File: src/rtl/pipeline_hazard_tracker_if.sv
// pipeline_hazard_tracker_if
//   Groups the hazard tracker's ID-stage issue/read signals, the execute and
//   memory result buses, and the forwarding/stall/writeback outputs.
//   Ports (via modports):
//     slave  : the tracker itself. It receives the issue, result and read
//              signals and drives rs_data, fwd_hit, want_stall and wb_*.
//     master : the pipeline side. It drives the issue, result and read
//              signals and receives the tracker outputs.
interface pipeline_hazard_tracker_if #(
    parameter int unsigned XLEN     = 32,
    parameter int unsigned NUM_READ = 2
);
    logic                     issue_valid;
    logic [4:0]               issue_rd;
    logic                     issue_early;
    logic [XLEN-1:0]          ex_data;
    logic [XLEN-1:0]          late_data;
    logic [NUM_READ*5-1:0]    rs_addr;
    logic [NUM_READ-1:0]      rs_used;
    logic [NUM_READ*XLEN-1:0] rf_data;
    logic [NUM_READ*XLEN-1:0] rs_data;
    logic [NUM_READ-1:0]      fwd_hit;
    logic                     want_stall;
    logic                     wb_valid;
    logic [4:0]               wb_rd;
    logic [XLEN-1:0]          wb_data;

    modport master (
        output issue_valid, issue_rd, issue_early, ex_data, late_data,
               rs_addr, rs_used, rf_data,
        input  rs_data, fwd_hit, want_stall, wb_valid, wb_rd, wb_data
    );

    modport slave (
        input  issue_valid, issue_rd, issue_early, ex_data, late_data,
               rs_addr, rs_used, rf_data,
        output rs_data, fwd_hit, want_stall, wb_valid, wb_rd, wb_data
    );
endinterface

File: src/rtl/pipeline_hazard_tracker.sv
// pipeline_hazard_tracker
//   Tracks in-flight register writes across DEPTH post-ID stages. It forwards
//   the youngest matching result to the NUM_READ ID-stage source ports, and it
//   requests a stall when the youngest match has no result yet. The last stage
//   drives the regfile write port.
//   Ports:
//     clock, reset : rising-edge clock; synchronous active-high reset
//     bus (slave)  : issue_*, ex_data, late_data, rs_addr, rs_used, rf_data in;
//                    rs_data, fwd_hit, want_stall, wb_valid, wb_rd, wb_data out
//   Optional feature macro FORWARD_STATS_EN adds the stall_count and
//   fwd_count outputs. Both are 32-bit event counters that wrap.
module pipeline_hazard_tracker #(
    parameter int unsigned XLEN       = 32,
    parameter int unsigned DEPTH      = 3,
    parameter int unsigned NUM_READ   = 2,
    parameter int unsigned LATE_STAGE = 1
) (
    input  logic                     clock,
    input  logic                     reset,
    pipeline_hazard_tracker_if.slave bus
`ifdef FORWARD_STATS_EN
    ,
    output logic [31:0]              stall_count,
    output logic [31:0]              fwd_count
`endif
);

    logic            valid_q [DEPTH];
    logic            valid_d [DEPTH];
    logic [4:0]      rd_q    [DEPTH];
    logic [4:0]      rd_d    [DEPTH];
    logic            early_q [DEPTH];
    logic            early_d [DEPTH];
    logic [XLEN-1:0] data_q  [DEPTH];
    logic [XLEN-1:0] data_d  [DEPTH];

    logic            stage_avail [DEPTH];
    logic [XLEN-1:0] stage_val   [DEPTH];

    logic                     want_stall_c;
    logic [NUM_READ*XLEN-1:0] rs_data_c;
    logic [NUM_READ-1:0]      fwd_hit_c;
    logic [4:0]               addr_c;
    logic                     match_c;
    logic                     match_avail_c;
    logic [XLEN-1:0]          match_val_c;

    // Each stage's current value. A stage's result is either live on a
    // result bus this cycle or already registered.
    always_comb begin
        for (int unsigned s = 0; s < DEPTH; s++) begin
            stage_avail[s] = 1'b0;
            stage_val[s]   = data_q[s];
            if (s == 0 && early_q[s]) begin
                stage_avail[s] = 1'b1;
                stage_val[s]   = bus.ex_data;
            end else if (s == LATE_STAGE && !early_q[s]) begin
                stage_avail[s] = 1'b1;
                stage_val[s]   = bus.late_data;
            end else if (s > LATE_STAGE || (s > 0 && early_q[s])) begin
                stage_avail[s] = 1'b1;
            end
        end
    end

    // The search runs from oldest to youngest, so the youngest match wins.
    // A match without a result blocks any older value and raises a stall.
    always_comb begin
        want_stall_c  = 1'b0;
        rs_data_c     = bus.rf_data;
        fwd_hit_c     = '0;
        addr_c        = '0;
        match_c       = 1'b0;
        match_avail_c = 1'b0;
        match_val_c   = '0;
        for (int unsigned p = 0; p < NUM_READ; p++) begin
            addr_c        = bus.rs_addr[p*5 +: 5];
            match_c       = 1'b0;
            match_avail_c = 1'b0;
            match_val_c   = '0;
            for (int unsigned s = DEPTH; s > 0; s--) begin
                if (valid_q[s-1] && rd_q[s-1] == addr_c) begin
                    match_c       = 1'b1;
                    match_avail_c = stage_avail[s-1];
                    match_val_c   = stage_val[s-1];
                end
            end
            if (match_c && match_avail_c) begin
                rs_data_c[p*XLEN +: XLEN] = match_val_c;
                fwd_hit_c[p]              = 1'b1;
            end else if (match_c && bus.rs_used[p]) begin
                want_stall_c = 1'b1;
            end
        end
    end

    // Shift the pipeline by one stage. A stalled issue becomes a bubble.
    // Results are captured as their entries leave the producing stage.
    always_comb begin
        valid_d[0] = bus.issue_valid && !want_stall_c && (bus.issue_rd != 5'd0);
        rd_d[0]    = valid_d[0] ? bus.issue_rd : 5'd0;
        early_d[0] = valid_d[0] && bus.issue_early;
        data_d[0]  = '0;
        for (int unsigned s = 1; s < DEPTH; s++) begin
            valid_d[s] = valid_q[s-1];
            rd_d[s]    = rd_q[s-1];
            early_d[s] = early_q[s-1];
            data_d[s]  = data_q[s-1];
            if (valid_q[s-1]) begin
                if (s == 1 && early_q[s-1]) begin
                    data_d[s] = bus.ex_data;
                end else if (s - 1 == LATE_STAGE && !early_q[s-1]) begin
                    data_d[s] = bus.late_data;
                end
            end
        end
    end

    always_ff @(posedge clock) begin
        if (reset) begin
            for (int unsigned s = 0; s < DEPTH; s++) begin
                valid_q[s] <= 1'b0;
                rd_q[s]    <= 5'd0;
                early_q[s] <= 1'b0;
                data_q[s]  <= '0;
            end
        end else begin
            for (int unsigned s = 0; s < DEPTH; s++) begin
                valid_q[s] <= valid_d[s];
                rd_q[s]    <= rd_d[s];
                early_q[s] <= early_d[s];
                data_q[s]  <= data_d[s];
            end
        end
    end

    assign bus.rs_data    = rs_data_c;
    assign bus.fwd_hit    = fwd_hit_c;
    assign bus.want_stall = want_stall_c;
    assign bus.wb_valid   = valid_q[DEPTH-1];
    assign bus.wb_rd      = rd_q[DEPTH-1];
    assign bus.wb_data    = data_q[DEPTH-1];

`ifdef FORWARD_STATS_EN
    logic [31:0] stall_count_q, stall_count_d;
    logic [31:0] fwd_count_q,   fwd_count_d;

    always_comb begin
        stall_count_d = stall_count_q + {31'd0, want_stall_c};
        fwd_count_d   = fwd_count_q;
        for (int unsigned p = 0; p < NUM_READ; p++) begin
            if (fwd_hit_c[p] && bus.rs_used[p]) begin
                fwd_count_d = fwd_count_d + 32'd1;
            end
        end
    end

    always_ff @(posedge clock) begin
        if (reset) begin
            stall_count_q <= '0;
            fwd_count_q   <= '0;
        end else begin
            stall_count_q <= stall_count_d;
            fwd_count_q   <= fwd_count_d;
        end
    end

    assign stall_count = stall_count_q;
    assign fwd_count   = fwd_count_q;
`endif

endmodule

File: src/flat_wrapper.sv
// flat-port wrapper written by rule: the top's interface ports become plain ports
module pipeline_hazard_tracker_flat 
#(
    parameter int unsigned XLEN       = 32,
    parameter int unsigned DEPTH      = 3,
    parameter int unsigned NUM_READ   = 2,
    parameter int unsigned LATE_STAGE = 1
)
  (clock, reset, bus_issue_valid, bus_issue_rd, bus_issue_early, bus_ex_data, bus_late_data, bus_rs_addr, bus_rs_used, bus_rf_data, bus_rs_data, bus_fwd_hit, bus_want_stall, bus_wb_valid, bus_wb_rd, bus_wb_data);
  pipeline_hazard_tracker_if #(.XLEN(XLEN), .NUM_READ(NUM_READ)) bus_i ();
  input  logic clock;
  input  logic reset;
  input wire logic [$bits(bus_i.issue_valid)-1:0] bus_issue_valid;
  input wire logic [$bits(bus_i.issue_rd)-1:0] bus_issue_rd;
  input wire logic [$bits(bus_i.issue_early)-1:0] bus_issue_early;
  input wire logic [$bits(bus_i.ex_data)-1:0] bus_ex_data;
  input wire logic [$bits(bus_i.late_data)-1:0] bus_late_data;
  input wire logic [$bits(bus_i.rs_addr)-1:0] bus_rs_addr;
  input wire logic [$bits(bus_i.rs_used)-1:0] bus_rs_used;
  input wire logic [$bits(bus_i.rf_data)-1:0] bus_rf_data;
  output wire logic [$bits(bus_i.rs_data)-1:0] bus_rs_data;
  output wire logic [$bits(bus_i.fwd_hit)-1:0] bus_fwd_hit;
  output wire logic [$bits(bus_i.want_stall)-1:0] bus_want_stall;
  output wire logic [$bits(bus_i.wb_valid)-1:0] bus_wb_valid;
  output wire logic [$bits(bus_i.wb_rd)-1:0] bus_wb_rd;
  output wire logic [$bits(bus_i.wb_data)-1:0] bus_wb_data;
  assign bus_i.issue_valid = bus_issue_valid;
  assign bus_i.issue_rd = bus_issue_rd;
  assign bus_i.issue_early = bus_issue_early;
  assign bus_i.ex_data = bus_ex_data;
  assign bus_i.late_data = bus_late_data;
  assign bus_i.rs_addr = bus_rs_addr;
  assign bus_i.rs_used = bus_rs_used;
  assign bus_i.rf_data = bus_rf_data;
  assign bus_rs_data = bus_i.rs_data;
  assign bus_fwd_hit = bus_i.fwd_hit;
  assign bus_want_stall = bus_i.want_stall;
  assign bus_wb_valid = bus_i.wb_valid;
  assign bus_wb_rd = bus_i.wb_rd;
  assign bus_wb_data = bus_i.wb_data;
  pipeline_hazard_tracker #(.XLEN(XLEN), .DEPTH(DEPTH), .NUM_READ(NUM_READ), .LATE_STAGE(LATE_STAGE)) u_core (.clock(clock), .reset(reset), .bus(bus_i));
endmodule
File: config.mk
export PLATFORM = sky130hd
export DESIGN_NAME = pipeline_hazard_tracker_flat
export DESIGN_NICKNAME = d
export VERILOG_FILES = /design/src/rtl/pipeline_hazard_tracker_if.sv /design/src/rtl/pipeline_hazard_tracker.sv /design/src/flat_wrapper.sv
export SDC_FILE = /design/constraint.sdc
export NUM_CORES = 1
export LEC_CHECK = 0
export BUFFER_PORTS_ARGS = -buffer_cell sky130_fd_sc_hd__buf_4
export CORE_MARGIN = 1.5
export CORE_UTILIZATION = 30
export CTS_CLUSTER_SIZE = 16
export DETAILED_ROUTE_END_ITERATION = 10
export GPL_TIMING_DRIVEN = 0
export PLACE_DENSITY = 0.59
export SYNTH_ARGS = -nofsm -noshare
export SYNTH_HDL_FRONTEND = slang
export SYNTH_SLANG_ARGS = --single-unit
File: constraint.sdc
create_clock -name clock -period 4.66 [get_ports clock]
set_input_delay 1.398 -clock clock [delete_from_list [all_inputs] [get_ports clock]]
set_output_delay 1.398 -clock clock [all_outputs]
set_load 0.02 [all_outputs]
After elaboration in Yosys (flattened, before gate mapping)
Memories as Yosys holds them, arrays and structs flattened. Cells that the tools add are included.

Register bits: 0. RAM bits: 117. Output and inout port bits: 105. Memories: 4.

Equal/unequal tests: 6. Multiplexer cells: 43. Bitwise operators: 12. Reduce and logical (&&, ||, !) cells: 15.

Memories: u_core.data_q (words 3, bits a word 32, read ports 3, clocked after Yosys merged registers in 0, write ports 3, line pipeline_hazard_tracker.sv:34) `logic [XLEN-1:0] data_q [DEPTH];`; u_core.rd_q (words 3, bits a word 5, read ports 3, clocked after Yosys merged registers in 0, write ports 3, line pipeline_hazard_tracker.sv:30) `logic [4:0] rd_q [DEPTH];`; u_core.early_q (words 3, bits a word 1, read ports 2, clocked after Yosys merged registers in 0, write ports 3, line pipeline_hazard_tracker.sv:32) `logic early_q [DEPTH];`; u_core.valid_q (words 3, bits a word 1, read ports 3, clocked after Yosys merged registers in 0, write ports 3, line pipeline_hazard_tracker.sv:28) `logic valid_q [DEPTH];`.

Operators with widths (number): two-way mux 32 bit (15); equality test 5 bit (6); two-way mux 1 bit (24); two-way mux 5 bit (4); logical AND 1 bit (13); OR 1 bit (12); nonzero test 5 bit (1); logical NOT 1 bit (1).

Longest topological paths before layout
An unclocked memory read counts as a cell.

Depth in word-level cells: 16. Gate-level depth with buffers: 7.

Worst setup path before layout
Ideal clock, no wire load.

Path type: input port to output port. From: input bus_rs_addr[0]. To: output bus_rs_data[22]. Arrival time: 2927 ps. Setup slack: 335 ps. Stages on the path: 7. Buffers on the path: 2. Cells stage by stage: xnor2_1 > nand4_2 > or2_1 > buf_6 > a31o_4 > buf_6 > a221o_1.

Word-level cells in the longest chain between the ends: 7.

Ends and longest elaborated chain: start: declaration (line flat_wrapper.sv:18) `input wire logic [$bits(bus_i.rs_addr)-1:0] bus_rs_addr;`; equality test 5 bit (line pipeline_hazard_tracker.sv:82) `if (valid_q[s-1] && rd_q[s-1] == addr_c) begin`; logical AND 1 bit (line pipeline_hazard_tracker.sv:82); two-way mux 1 bit (3 in a row) (line pipeline_hazard_tracker.sv:82); logical AND 1 bit (line pipeline_hazard_tracker.sv:88) `if (match_c && match_avail_c) begin`; two-way mux 32 bit (*) (line pipeline_hazard_tracker.sv:88); end: declaration (line flat_wrapper.sv:21) `output wire logic [$bits(bus_i.rs_data)-1:0] bus_rs_data;`.

Mark *: on every way between the ends. The rest lies on a longest branch, timed or not.

Final worst setup path
From: input bus_rs_addr[4]. To: output bus_rs_data[8].

Same word-level chain as after synthesis.

==> metrics.md <==
| Metric | Value |
|---|---|
| I/O pins | 254 |
| Nets | 1029 |
| Routed Antenna Nets | 0 |
| Reg2reg path depth | 4 |
| Worst Path Max Fanout | 10 |
| R2R Setup Slk | 2.37 ns |
| Maxcap violations | 0 |
| Global-route wire length before repair | 33000 microns |
| CTS tree | yes |
| Mapped Area | 5380 sq um |
| Largest family of logic cells by synthesized area | compound AO/OA/AOI/OAI gates |
| Hold Startpoint | u_core.data_q[0][40]$_SDFF_PP0_ |
| Hold Path End | u_core.data_q[0][72]$_SDFF_PP0_ |
| Final cycle utilization of the critical path | 0.997 |
| Synth Register Bits | 84 |
| Simple-gate portion of the synthesized area | 0.182 |
| Worst reg2reg path endpoint | u_core.data_q[0][55]$_SDFF_PP0_ |
| CP top delay family | compound AO/OA/AOI/OAI gates |
| Initial core utilization | 0.309 |
| Reg clk slew, reported paths | 0.07 ns |
| Avg Vias per Cell | 5.24 |
| Rel. slew slack | 0.437 |
| R2R Path Start | u_core.early_q[0][0]$_SDFF_PP0_ |
| Number of diodes | 0 |
| Slew Limit Fails | 0 |
| Mean Syn Cell Area | 8.82 sq um |
| Hold Vio Cnt, Final | 0 |
| Final wirelength | 22400 microns |
| Crit path launch type | input port |
| Post-Synth XOR/XNOR Area | 0.0488 |
| H-tree depth | 3 |
| Drt drc | 0 |
| Skew-Pair Late Insertion Delay | 0.34 ns |
| Global placement routability congestion | 0.780 |
| Maximum VDD drop | 0.199 mV |
| Port bufs | 252 |
| Slowest stage delay, CP | 0.36 ns |
| Leakage | 3.63 nW |
| Vias post-DR | 5821 |
| Unrepaired setup endpoints after global routing | yes |
| GRT overflow | 0 |
| Die area | 18700 sq um |
| Cell count after synthesis | 610 |
| Critical Path End Type | output port |
| Fin Setup TNS | 0 ns |
| Fill cell count | 1760 |
| Most frequent cells in the layout | buf_4, dfxtp_1, nand2_1 |
| Post-synthesis mux area share | 0.128 |
| Hold Path Stages | 2 |
| Status | finished clean |
| Share of cells above drive strength 1 | 0.443 |
| Inserted Clock Buffers | 9 |
| 1st-iter DRT viols | 273 |
| Layout area overhead | 51.3% |
| Clock skew | 0.00918 ns |
| All-Layer GR Usage | 0.236 |
| Most common cell on crit path | buf_4 |
| Sink Count | 84 |
| Die Wd | 137 microns |
| Die height | 137 microns |
| Initial DRT Pass Iterations | 4 |
| Crit-path slowest cell | a221o_1 |
| # setup viols final | 0 |
| Min Hold Slack | 0.479 ns |
| Tmin final | 4.65 ns |
| Synthesis Warnings | 0 |
| Most common cell after layout, fill and taps aside | buf_4 |
| DP HPWL | 16200 microns |
| F_max | 215 MHz |
| Synth Area in Compound Gates | 0.232 |
| Initial antenna violation count | 0 |
| Worst slew pin tran | 0.845 ns |
| Arr. time, crit path | 3.25 ns |
| Mapped Nets | 759 |
| Core region area | 17400 sq um |
| Clk buf depth | 2 |
| Min-delay worst type | reg2reg |
| Wire per inst | 20.2 microns |
| Vias in the first global route | 5869 |
| Cell Rows | 48 |
| Sequential element share of the synthesized area | 0.312 |
| Critical Path RT | 3.26 ns |
| Critical Path, Cell by Cell | buf_4, xor2_1, nor4_2, buf_4, nand3_1, a31o_4, buf_6, a221o_1, buf_4 |
| Area share of fa/ha/maj cells after synthesis | 0 |
| Largest net degree at the start of global routing | 15 |
| Setup Crit Path Kind | in2out |
| Power per Cell Area | 246 nW/um^2 |
| Count of cell types in the netlist | 33 |
| Worst path bufs/invs | 4 |
| Post-CTS Hold Buffers | 0 |
| Clock Tree Root | clkbuf_16 |
-- cells by family (layout without fill, tap and decap cells) --
family | count (synthesis) | count (layout)
AO/OA/AOI/OAI | 132 | 132
XOR/XNOR | 30 | 30
buffers and inverters | 95 | 370
flip-flops | 84 | 84
multiplexers | 65 | 65
AND/OR/NAND/NOR | 204 | 204
-- worst register-to-register path: stages, from the launching register on --
cell	delay (ns)
dfxtp_1	0.46
clkbuf_1	0.53
clkbuf_1	0.51
clkbuf_1	0.48
and3_1	0.25
-- registers in the layout, indices dropped and copies added, names as in the netlist --
name,flops
u_core.data_q,64
u_core.early_q,2
u_core.rd_q,15
u_core.valid_q,3
-- cell usage after synthesis --
library cell	number	area, sq um
nand3_1	2	10.0
or2_1	1	6.26
o22ai_1	1	6.26
mux2_2	32	360
nor2_1	36	135
xnor2_1	22	193
buf_1	3	11.3
a22o_1	32	280
inv_2	2	7.51
and4_1	2	17.5
a32oi_1	1	8.76
dfxtp_1	84	1680
nand4_2	1	12.5
nand2b_1	1	6.26
nand2_1	69	259
nor3b_1	1	7.51
nor4_1	2	12.5
buf_6	4	45.0
a31o_4	1	17.5
nor2b_1	13	81.3
nand4_1	3	18.8
xor2_1	8	70.1
nor3_1	34	170
a311oi_2	1	15.0
inv_1	2	7.51
and3_1	39	244
a221o_1	64	641
buf_2	8	40.0
buf_4	32	240
clkbuf_1	44	165
a31o_2	2	17.5
mux2i_1	33	330
a31o_1	30	263
-- cell type report --
type,instances,area (sq um),share of cell area
tap,225,282,0.0346
clock buffer,11,243,0.0298
clock inverter,5,108,0.0132
timing repair buffer,260,1970,0.242
multi-input combinational,431,3280,0.403
inverter,4,15.0,0.00184
buffer,90,566,0.0694
sequential,84,1680,0.206
-- metal layers --
metal | track usage | vias up | wire length (microns)
li1 | - | 2797 | -
met1 | 0.298 | 2744 | 9760
met2 | 0.396 | 242 | 10500
met3 | 0.0452 | 38 | 1560
met4 | 0.0889 | 0 | 573
met5 | 0 | - | 0
-- repair_timing --
item / CTS / global route
setup buffers: 7 / 1
pin swaps: 10 / 11
resized for setup: 38 / 26
setup endpoints to repair: 63 / 63
-- per-stage QoR --
stage	utilization	instances	total power [W]	setup slack [ns]	area, sq um
2_1_floorplan	-	610	0.000952	0.335	5380
3_3_place_gp	0.434	1087	0.00116	-0.651	7550
3_5_place_dp	0.434	1087	0.00116	-0.633	7550
4_1_cts	0.464	1110	0.00202	-0.00305	8080
5_1_grt	0.468	1110	0.00208	-0.0689	8140
6_report	0.468	1110	0.00200	0.0122	8140
-- worst max path at each step --
stage                   start         endpoint  slack [ns]  depth (start not counted)
2_1_floorplan  bus_rs_addr[0]  bus_rs_data[22]        0.33                          7
3_3_place_gp   bus_rs_addr[4]  bus_rs_data[14]       -0.65                          8
3_5_place_dp   bus_rs_addr[4]  bus_rs_data[28]       -0.63                          8
4_1_cts        bus_rs_addr[2]  bus_rs_data[14]      -0.003                         10
5_1_grt        bus_rs_addr[4]   bus_rs_data[8]       -0.07                          9
6_report       bus_rs_addr[4]   bus_rs_data[8]        0.01                          9
-- report_power, final --
part / internal [W] / switching [W] / total, W
Clock: 0.000542 / 0.000304 / 0.000846
Combinational: 0.000217 / 0.000197 / 0.000414
Sequential: 0.000730 / 0.0000122 / 0.000742
Total: 0.00149 / 0.000514 / 0.00200
Note: power is estimated with default switching activity, not from simulation.
